## src/rtl/serial_add_ctrl_pkg.sv

```systemverilog
// Shared constants for the nibble-serial add/subtract controller:
// FSM state encoding, adder slice width and the index width helper.
package serial_add_ctrl_pkg;

    localparam int NIBBLE_W = 4;

    localparam logic [1:0] ST_IDLE = 2'd0;
    localparam logic [1:0] ST_RUN  = 2'd1;
    localparam logic [1:0] ST_DONE = 2'd2;

    // Nibble index width; a single-nibble operand still needs a 1-bit index.
    function automatic int idx_bits(input int nibbles);
        return (nibbles <= 1) ? 1 : $clog2(nibbles);
    endfunction

endpackage

```

## src/rtl/serial_add_ctrl_if.sv

```systemverilog
// Request/result bundle between a requesting datapath (master) and the
// nibble-serial add/subtract controller (slave).
interface serial_add_ctrl_if #(
    parameter int NIBBLES = 4
);
    import serial_add_ctrl_pkg::*;

    localparam int W = NIBBLE_W * NIBBLES;

    // Handshake: start is a request level, accepted at any rising edge where the
    // controller is idle (busy=0, done=0); a, b, op and carryin are captured at that
    // edge only. done is a single-cycle result-valid strobe with no back-pressure;
    // sum/carryout/overflow hold their values until the next done.
    logic         start;
    logic         op;
    logic [W-1:0] a;
    logic [W-1:0] b;
    logic         carryin;
    logic         busy;
    logic         done;
    logic [W-1:0] sum;
    logic         carryout;
    logic         overflow;

    modport master (
        output start, op, a, b, carryin,
        input  busy, done, sum, carryout, overflow
    );

    modport slave (
        input  start, op, a, b, carryin,
        output busy, done, sum, carryout, overflow
    );

endinterface

```

## src/rtl/serial_add_ctrl_rca.sv

```systemverilog
// Shared 4-bit ripple-carry adder slice used one nibble per clock by the
// serial add/subtract controller.
module rippleCarryAdder
    import serial_add_ctrl_pkg::*;
(
    input  logic [NIBBLE_W-1:0] a,
    input  logic [NIBBLE_W-1:0] b,
    input  logic                carryin,
    output logic [NIBBLE_W-1:0] sum,
    output logic                carryout
);

    logic [NIBBLE_W:0] c;

    assign c[0] = carryin;

    for (genvar i = 0; i < NIBBLE_W; i++) begin : g_fa
        assign sum[i]   = a[i] ^ b[i] ^ c[i];
        assign c[i+1]   = (a[i] & b[i]) | (c[i] & (a[i] ^ b[i]));
    end

    assign carryout = c[NIBBLE_W];

endmodule

```

## src/rtl/serial_add_ctrl.sv

```systemverilog
// Wide add/subtract by time-multiplexing one 4-bit ripple adder, LS nibble first.
// Owns operand capture, the inter-nibble carry, result assembly and overflow.
module serial_add_ctrl
    import serial_add_ctrl_pkg::*;
#(
    parameter int NIBBLES = 4
) (
    input  logic                 clk,
    input  logic                 resetn,
    serial_add_ctrl_if.slave     bus,
    output logic [1:0]           state_o
);

    localparam int IW = idx_bits(NIBBLES);

    typedef logic [NIBBLES-1:0][NIBBLE_W-1:0] word_t;

    logic [1:0]          state_q, state_d;
    word_t               a_q, a_d;
    word_t               b_q, b_d;
    word_t               sum_q, sum_d;
    logic                c_q, c_d;
    logic                co_q, co_d;
    logic                ov_q, ov_d;
    logic [IW-1:0]       idx_q, idx_d;

    logic [NIBBLE_W-1:0] a_nib, b_nib, add_sum;
    logic                add_co;
    logic                last_nib;

    assign last_nib = (idx_q == IW'(NIBBLES - 1));

    // Operand nibble select written as a compare-mux so every NIBBLES value
    // (including non powers of two) indexes only legal nibbles.
    always_comb begin
        a_nib = '0;
        b_nib = '0;
        for (int i = 0; i < NIBBLES; i++) begin
            if (idx_q == IW'(i)) begin
                a_nib = a_q[i];
                b_nib = b_q[i];
            end
        end
    end

    rippleCarryAdder u_rca (
        .a        (a_nib),
        .b        (b_nib),
        .carryin  (c_q),
        .sum      (add_sum),
        .carryout (add_co)
    );

    always_comb begin
        state_d = state_q;
        a_d     = a_q;
        b_d     = b_q;
        sum_d   = sum_q;
        c_d     = c_q;
        co_d    = co_q;
        ov_d    = ov_q;
        idx_d   = idx_q;
        case (state_q)
            ST_IDLE: begin
                if (bus.start) begin
                    // Subtract is a + ~b + 1, so B is stored inverted and C preset.
                    a_d     = bus.a;
                    b_d     = bus.op ? ~bus.b : bus.b;
                    c_d     = bus.op ? 1'b1 : bus.carryin;
                    idx_d   = '0;
                    state_d = ST_RUN;
                end
            end
            ST_RUN: begin
                for (int i = 0; i < NIBBLES; i++) begin
                    if (idx_q == IW'(i)) sum_d[i] = add_sum;
                end
                c_d = add_co;
                if (last_nib) begin
                    // Flags are latched with the top nibble so they are valid during done.
                    co_d    = add_co;
                    ov_d    = (a_q[NIBBLES-1][NIBBLE_W-1] == b_q[NIBBLES-1][NIBBLE_W-1]) &&
                              (add_sum[NIBBLE_W-1] != a_q[NIBBLES-1][NIBBLE_W-1]);
                    state_d = ST_DONE;
                end else begin
                    idx_d = idx_q + 1'b1;
                end
            end
            ST_DONE: state_d = ST_IDLE;
            default: state_d = ST_IDLE;
        endcase
    end

    always_ff @(posedge clk) begin
        if (!resetn) begin
            state_q <= ST_IDLE;
            a_q     <= '0;
            b_q     <= '0;
            sum_q   <= '0;
            c_q     <= 1'b0;
            co_q    <= 1'b0;
            ov_q    <= 1'b0;
            idx_q   <= '0;
        end else begin
            state_q <= state_d;
            a_q     <= a_d;
            b_q     <= b_d;
            sum_q   <= sum_d;
            c_q     <= c_d;
            co_q    <= co_d;
            ov_q    <= ov_d;
            idx_q   <= idx_d;
        end
    end

    assign bus.busy     = (state_q == ST_RUN);
    assign bus.done     = (state_q == ST_DONE);
    assign bus.sum      = sum_q;
    assign bus.carryout = co_q;
    assign bus.overflow = ov_q;
    assign state_o      = state_q;

endmodule

```

## src/flat_wrapper.sv

```systemverilog
// flat-port wrapper written by rule: the top's interface ports become plain ports
module serial_add_ctrl_flat import serial_add_ctrl_pkg::*;
#(
    parameter int NIBBLES = 4
)
  (clk, resetn, state_o, bus_start, bus_op, bus_a, bus_b, bus_carryin, bus_busy, bus_done, bus_sum, bus_carryout, bus_overflow);
  serial_add_ctrl_if #(.NIBBLES(NIBBLES)) bus_i ();
  input  logic clk;
  input  logic resetn;
  output logic [1:0] state_o;
  input wire logic [$bits(bus_i.start)-1:0] bus_start;
  input wire logic [$bits(bus_i.op)-1:0] bus_op;
  input wire logic [$bits(bus_i.a)-1:0] bus_a;
  input wire logic [$bits(bus_i.b)-1:0] bus_b;
  input wire logic [$bits(bus_i.carryin)-1:0] bus_carryin;
  output wire logic [$bits(bus_i.busy)-1:0] bus_busy;
  output wire logic [$bits(bus_i.done)-1:0] bus_done;
  output wire logic [$bits(bus_i.sum)-1:0] bus_sum;
  output wire logic [$bits(bus_i.carryout)-1:0] bus_carryout;
  output wire logic [$bits(bus_i.overflow)-1:0] bus_overflow;
  assign bus_i.start = bus_start;
  assign bus_i.op = bus_op;
  assign bus_i.a = bus_a;
  assign bus_i.b = bus_b;
  assign bus_i.carryin = bus_carryin;
  assign bus_busy = bus_i.busy;
  assign bus_done = bus_i.done;
  assign bus_sum = bus_i.sum;
  assign bus_carryout = bus_i.carryout;
  assign bus_overflow = bus_i.overflow;
  serial_add_ctrl #(.NIBBLES(NIBBLES)) u_core (.clk(clk), .resetn(resetn), .bus(bus_i), .state_o(state_o));
endmodule
```

## config.mk

```make
export PLATFORM = sky130hd
export DESIGN_NAME = serial_add_ctrl_flat
export DESIGN_NICKNAME = d
export VERILOG_FILES = /design/src/rtl/serial_add_ctrl_pkg.sv /design/src/rtl/serial_add_ctrl_if.sv /design/src/rtl/serial_add_ctrl_rca.sv /design/src/rtl/serial_add_ctrl.sv /design/src/flat_wrapper.sv
export SDC_FILE = /design/constraint.sdc
export NUM_CORES = 1
export LEC_CHECK = 0
export BUFFER_PORTS_ARGS = -buffer_cell sky130_fd_sc_hd__buf_2
export CELL_PAD_IN_SITES_DETAIL_PLACEMENT = 0
export CELL_PAD_IN_SITES_GLOBAL_PLACEMENT = 1
export CORE_MARGIN = 2
export CORE_UTILIZATION = 42
export CTS_BUF_LIST = sky130_fd_sc_hd__clkbuf_4
export CTS_CLUSTER_SIZE = 20
export DETAILED_ROUTE_END_ITERATION = 8
export PLACE_DENSITY = 0.88
export SETUP_SLACK_MARGIN = 0.5
export SLEW_MARGIN = 20
export SYNTH_ARGS = -nofsm -noshare
export SYNTH_HDL_FRONTEND = slang
export SYNTH_SLANG_ARGS = --single-unit
```

## constraint.sdc

```tcl
create_clock -name clk -period 3.6 [get_ports clk]
set_clock_uncertainty 0.05 [all_clocks]
set_input_delay 0.36 -clock clk [delete_from_list [all_inputs] [get_ports clk]]
set_output_delay 0.36 -clock clk [all_outputs]
set_load 0.05 [all_outputs]
```

======== Yosys cells after proc, flatten, opt, wreduce, memory -nomap -nowiden ========
Index checks and enable logic that the tools add are counted.
word-level totals
  flip-flop bits (word level) ............. 55
  input port bits ......................... 37
  output and inout port bits .............. 22
  word-level logic and storage cells ...... 79
operators by class
  add/sub/neg operators ................... 1
  eq/ne operators ......................... 10
  muxes and demuxes ....................... 18
  bitwise operators ....................... 21
  reduce and logical (&&, ||, !) cells .... 12
operator list
  kind                                                                   number
  4-bit two-way mux                                                      8
  16-bit two-way mux                                                     1
  16-bit inverter                                                        1
  2-bit AND reduction                                                    7
  1-bit bitwise AND                                                      8
  2-bit two-way mux                                                      4
  2-bit one-hot mux with 2 select lines                                  2
  1-bit XOR                                                              8
  2-bit equality test, second input constant                             3
  2-bit by 1-bit equality test with 1-bit output, second input constant  2
  2-bit logical NOT                                                      2
  2-bit != test, second input constant                                   2
  1-bit bitwise OR                                                       4
  3-bit AND reduction                                                    1
  2-bit by 1-bit adder with 2-bit output, second input constant          1
  1-bit two-way mux                                                      2
  2-bit by 1-bit != test with 1-bit output, second input constant        1
  1-bit one-hot mux with 2 select lines                                  1
  2-bit nonzero test                                                     1
  1-bit equality test                                                    1
  1-bit logical AND                                                      1
  1-bit != test                                                          1

======== Longest topological paths before layout ========
  word-level depth ........................ 15
  mapped depth ............................ 17
  depth with buffers taken out ............ 15

======== Hierarchy ========
From an unflattened synthesis, not the netlist that was laid out.
unflattened totals
  cell total of the unflattened synthesis .. 307
  area total of the unflattened synthesis .. 2608.8 um^2
by module, submodules not included
  module            instances  cells an instance  area an instance (um^2)  sequential area each (um^2)
  serial_add_ctrl   1          293                2491.1                   1101.1
  rippleCarryAdder  1          14                 117.6                    0.0

======== Least setup slack after synthesis ========
Ideal clock, no wire load.
  kind .................................... register -> register
  start ................................... register u_core.idx_q[0]
  end ..................................... register u_core.c_q
  library setup time ...................... 0.126 ns
  arrival time ............................ 3.106 ns
  required time ........................... 3.424 ns
  path slack .............................. 0.317 ns
  cell stages (with the launch flop) ...... 18
  path buffers ............................ 2
  period minus slack after synthesis ...... 3.283 ns
  cell sequence ........................... dfxtp_1 -> inv_1 -> ha_1 -> clkbuf_1 -> buf_2 -> a21oi_1 -> o21ai_0 -> a22oi_1 -> fa_1 -> inv_1 -> fa_1 -> inv_1 -> fa_1 -> inv_1 -> fa_1 -> or3b_2 -> o311ai_1 -> a21oi_1
on the way
  longest elaborated chain between the ends .. 15
  elaborated cells between the ends (all ways) .. 29
  classes of those cells .................. 3 x eq/ne; 9 x mux; 16 x bitwise; 1 x reduce/logical
ends and longest elaborated chain
  element                                    RTL line                   source
  start: declaration                         serial_add_ctrl.sv:25      logic [IW-1:0] idx_q, idx_d;
  start signal: assignment                   serial_add_ctrl.sv:112     idx_q <= idx_d;
  2-bit logical NOT                          serial_add_ctrl.sv:39      if (idx_q == IW'(i)) begin
  4-bit two-way mux (4 in a row)             serial_add_ctrl.sv:39
  1-bit XOR                                  serial_add_ctrl_rca.sv:19  assign c[i+1] = (a[i] & b[i]) | (c[i] & (a[i] ^ b[i]));
  1-bit bitwise AND                          serial_add_ctrl_rca.sv:19
  1-bit bitwise OR                           serial_add_ctrl_rca.sv:19
  1-bit bitwise AND                          serial_add_ctrl_rca.sv:19
  1-bit bitwise OR                           serial_add_ctrl_rca.sv:19
  1-bit bitwise AND                          serial_add_ctrl_rca.sv:19
  1-bit bitwise OR                           serial_add_ctrl_rca.sv:19
  1-bit bitwise AND                          serial_add_ctrl_rca.sv:19
  1-bit bitwise OR (*)                       serial_add_ctrl_rca.sv:19
  named net u_core.add_co                    serial_add_ctrl.sv:28      logic add_co;
  1-bit one-hot mux with 2 select lines (*)  serial_add_ctrl.sv:63      case (state_q)
  end signal: assignment                     serial_add_ctrl.sv:100     c_q <= 1'b0;
  end signal: assignment                     serial_add_ctrl.sv:109     c_q <= c_d;
  end: declaration                           serial_add_ctrl.sv:22      logic c_q, c_d;
Mark *: on every way through the listed nets, which the timed path passes. The rest lies on a longest branch.
A chain may end at the register's enable or synchronous reset.

======== Worst setup path after layout ========
  start ................................... register u_core.idx_q[0]
  end ..................................... register u_core.ov_q (netlist: u_core.bus.overflow)
on the way
  longest elaborated chain between the ends .. 15
  elaborated cells between the ends (all ways) .. 29
  classes of those cells .................. 4 x eq/ne; 8 x mux; 14 x bitwise; 3 x reduce/logical
ends and longest elaborated chain
  element                         RTL line                   source
  2-bit logical NOT               serial_add_ctrl.sv:39
  4-bit two-way mux (4 in a row)  serial_add_ctrl.sv:39
  1-bit XOR                       serial_add_ctrl_rca.sv:19
  1-bit bitwise AND               serial_add_ctrl_rca.sv:19
  1-bit bitwise OR                serial_add_ctrl_rca.sv:19
  1-bit bitwise AND               serial_add_ctrl_rca.sv:19
  1-bit bitwise OR                serial_add_ctrl_rca.sv:19
  1-bit bitwise AND               serial_add_ctrl_rca.sv:19
  1-bit bitwise OR                serial_add_ctrl_rca.sv:19
  1-bit XOR (*)                   serial_add_ctrl_rca.sv:18  assign sum[i] = a[i] ^ b[i] ^ c[i];
  named net u_core.add_sum[3]     serial_add_ctrl.sv:27      logic [NIBBLE_W-1:0] a_nib, b_nib, add_sum;
  1-bit != test (*)               serial_add_ctrl.sv:83      (add_sum[NIBBLE_W-1] != a_q[NIBBLES-1][NIBBLE_W-1]);
  1-bit logical AND (*)           serial_add_ctrl.sv:82      ov_d = (a_q[NIBBLES-1][NIBBLE_W-1] == b_q[NIBBLES-1][NIBBLE_W-1]) &&
  end signal: assignment          serial_add_ctrl.sv:111     ov_q <= ov_d;
  end: declaration                serial_add_ctrl.sv:24      logic ov_q, ov_d;
Marked as above.

==> results.json <==
{
  "drc": 0,
  "outcome": "finished, final reports clean",
  "timing.critical_path.buf_inv": 4,
  "layout-drive-gt1-share_pct": 31.2,
  "setup_viol": 0,
  "synth_area_um2": 2700,
  "path_cells": "inv_4 -> ha_4 -> a21oi_2 -> o21ai_2 -> a22oi_2 -> fa_2 -> inv_2 -> fa_2 -> inv_2 -> fa_2 -> inv_2 -> fa_2 -> and3b_1 -> a21oi_2 -> a21oi_1",
  "end_kind": "register",
  "arrival_ns": 3.23,
  "cts_tree": "done",
  "synth_nets": 348,
  "hold_viol_final": 0,
  "viasPerCell": 5.05,
  "synth_top_area_share_pct": 40.8,
  "slew_headroom_pct": 42.7,
  "clockBufferDepth": 2,
  "die_h_um": 84.2,
  "overflow": 0,
  "vias": 2217,
  "area.growth.synth_to_final_pct": 21.3,
  "netlist_instances": 303,
  "grt_pass1_vias": 2002,
  "crit_fanout": 8,
  "required_ns": 3.82,
  "htree_levels": 2,
  "antenna_found_initial": 0,
  "rows": 29,
  "slowest_stage": "fa_2",
  "p_per_area_nw_per_um2": 401,
  "cts_hold_buf": 0,
  "synth_ff_type": "dfxtp_1",
  "die_w_um": 84.2,
  "max_cap_violations": 0,
  "cts_buffers": 5,
  "min_period_ns": 3.01,
  "num_antenna_cells": 0,
  "synth_top_cell_by_area": "dfxtp_1",
  "grt_start_max_net_pins": 58,
  "pin_count": 59,
  "period_share_pct": 83.5,
  "die_area_um2": 7090,
  "ir_drop_uv": 212,
  "fin_nets": 406,
  "synthTopCellsByArea": "dfxtp_1, nand2_1, o211a_1, xnor2_1, a21boi_1",
  "maxSlewViolCount": 0,
  "wl_per_cell_um": 13.5,
  "cts.sinks": 55,
  "finalPower_uw": 1310,
  "path_clk_slew_ns": 0.16,
  "cpPeakStageDelay_ns": 0.55,
  "grt_usage_pct": 16.5,
  "synthArstFlopShare_pct": 0,
  "cts-root-buf": "clkbuf_4",
  "seq_area_frac_synth_pct": 40.8,
  "initial_core_util_pct": 43.0,
  "critPathLaunchType": "register",
  "port_buffers": 58,
  "dp.final_hpwl_um": 4010,
  "core_area_um2": 6280,
  "path_class": "reg -> reg",
  "drtPass1Iterations": 4,
  "placedCellCount": 413,
  "worst_pin_slew_ns": 0.859,
  "cpMostUsedCell": "fa_2",
  "max_freq_ghz": 0.333,
  "p_leak_uw": 0.00158,
  "clkLatencyLatePin_ns": 0.37,
  "synth_cell_types": 32,
  "yosysWarnings": 0,
  "rsz0062_at_grt": "true",
  "ant_nets": 0,
  "final_common_cell": "nand2_1",
  "synth_edf_count": 0,
  "finalWirelength_um": 5930,
  "fin_cells": 439,
  "final_cell_mix": "nand2_1, buf_2, dfxtp_1",
  "avgSynthCellArea_um2": 8.91,
  "critPathTopFamily": "adder cells",
  "grt_first_pass_wirelength_um": 9540,
  "gp_congestion": 0.791,
  "dr.first_iter.drc_count": 122,
  "ys_ff_latch": 55,
  "hold_path_class": "in -> reg",
  "fin_tns_setup_ns": 0
}
registers in the layout, summed over array words and instances, names as in the netlist:
name	flops
u_core.c_q	1
u_core.a_q	16
u_core.b_q	16
u_core.bus.sum	16
u_core.state_o	2
u_core.bus.carryout	1
u_core.idx_q	2
u_core.bus.overflow	1
tightest hold or removal path, stage by stage:
cell	delay [ns]
buf_2	0.09
nand2_1	0.05
a21boi_1	0.05
cells by family (layout without fill, tap and decap cells):
| group | after synthesis | after routing | share of synthesized area [%] |
|---|---|---|---|
| compound gates | 76 | 76 | 20.7 |
| xor+xnor | 16 | 16 | 5.19 |
| fa+ha+maj | 8 | 8 | 4.82 |
| buf+inv | 40 | 99 | 7.14 |
| flops | 55 | 55 | 40.8 |
| mux | 9 | 9 | 3.34 |
| simple gates | 99 | 99 | 18.0 |
stage by stage:
stage                     hold slack [ns]  util (%)  area [µm²]  setup WS (ns)
after floorplan                     0.385         -        2760          0.504
after global placement              0.395      47.6        2990          0.422
after detailed placement            0.396      47.6        2990          0.320
after CTS                           0.146      49.8        3130          0.502
after global routing                0.129      52.2        3270          0.463
final                               0.162      52.2        3270          0.593
synth_stat cells, types with 2 or more instances:
library cell and n:
and3b_1 4, nand2_1 69, a31o_1 2, nor2b_1 10, xnor2_1 16, a21oi_1 19, and3_1 4, a21boi_1 16
o21ai_0 9, o211a_1 20, nor2_1 2, a22o_1 4, clkbuf_1 9, ha_1 4, a22oi_1 4, buf_6 3
fa_1 4, and2b_1 2, mux2i_1 9, dfxtp_1 55, or3b_4 2, inv_1 14, buf_2 13
repair_timing:
action / CTS / global route
setup buffers: 3 / 15
gates cloned: 0 / 0
pin swaps: 3 / 13
setup endpoints to repair: 6 / 2
resized for setup: 9 / 9
layout make-up:
cell class              instances  area (µm²)
clock buffers                   5        37.5
clock inverters                 3        38.8
fillers                       623        3000
inverters                      14        57.6
multi-input cells             208        1510
flip-flops and latches         55        1110
well taps                      77        96.3
repair buffers                 77         430
report_power, final:
part	leakage, µW	total (µW)	switching (µW)	internal, µW
Clock	0.0000426	329	186	143
Sequential	0.000452	674	27.3	646
Combinational	0.00109	309	169	141
final timing paths:
check                        from                  end  cells after the start  slack, ns
setup / recovery  u_core.idx_q[0]  u_core.bus.overflow                     15       0.59
hold / removal           bus_a[6]        u_core.a_q[6]                      3       0.16
setup reg to reg  u_core.idx_q[0]  u_core.bus.overflow                     15       0.59
hold reg to reg     u_core.a_q[9]        u_core.a_q[9]                      2       0.41
metal layers:
| metal | vias to the layer above | GRT usage, % | wire length [µm] |
|---|---|---|---|
| met4 | 0 | 4.40 | 76 |
| met1 | 1036 | 22.8 | 2760 |
| met2 | 50 | 26.3 | 2820 |
| li1 | 1124 | - | - |
| met3 | 7 | 3.34 | 269 |
| met5 | - | 0 | 0 |
Note: power is estimated with default switching activity, not from simulation.
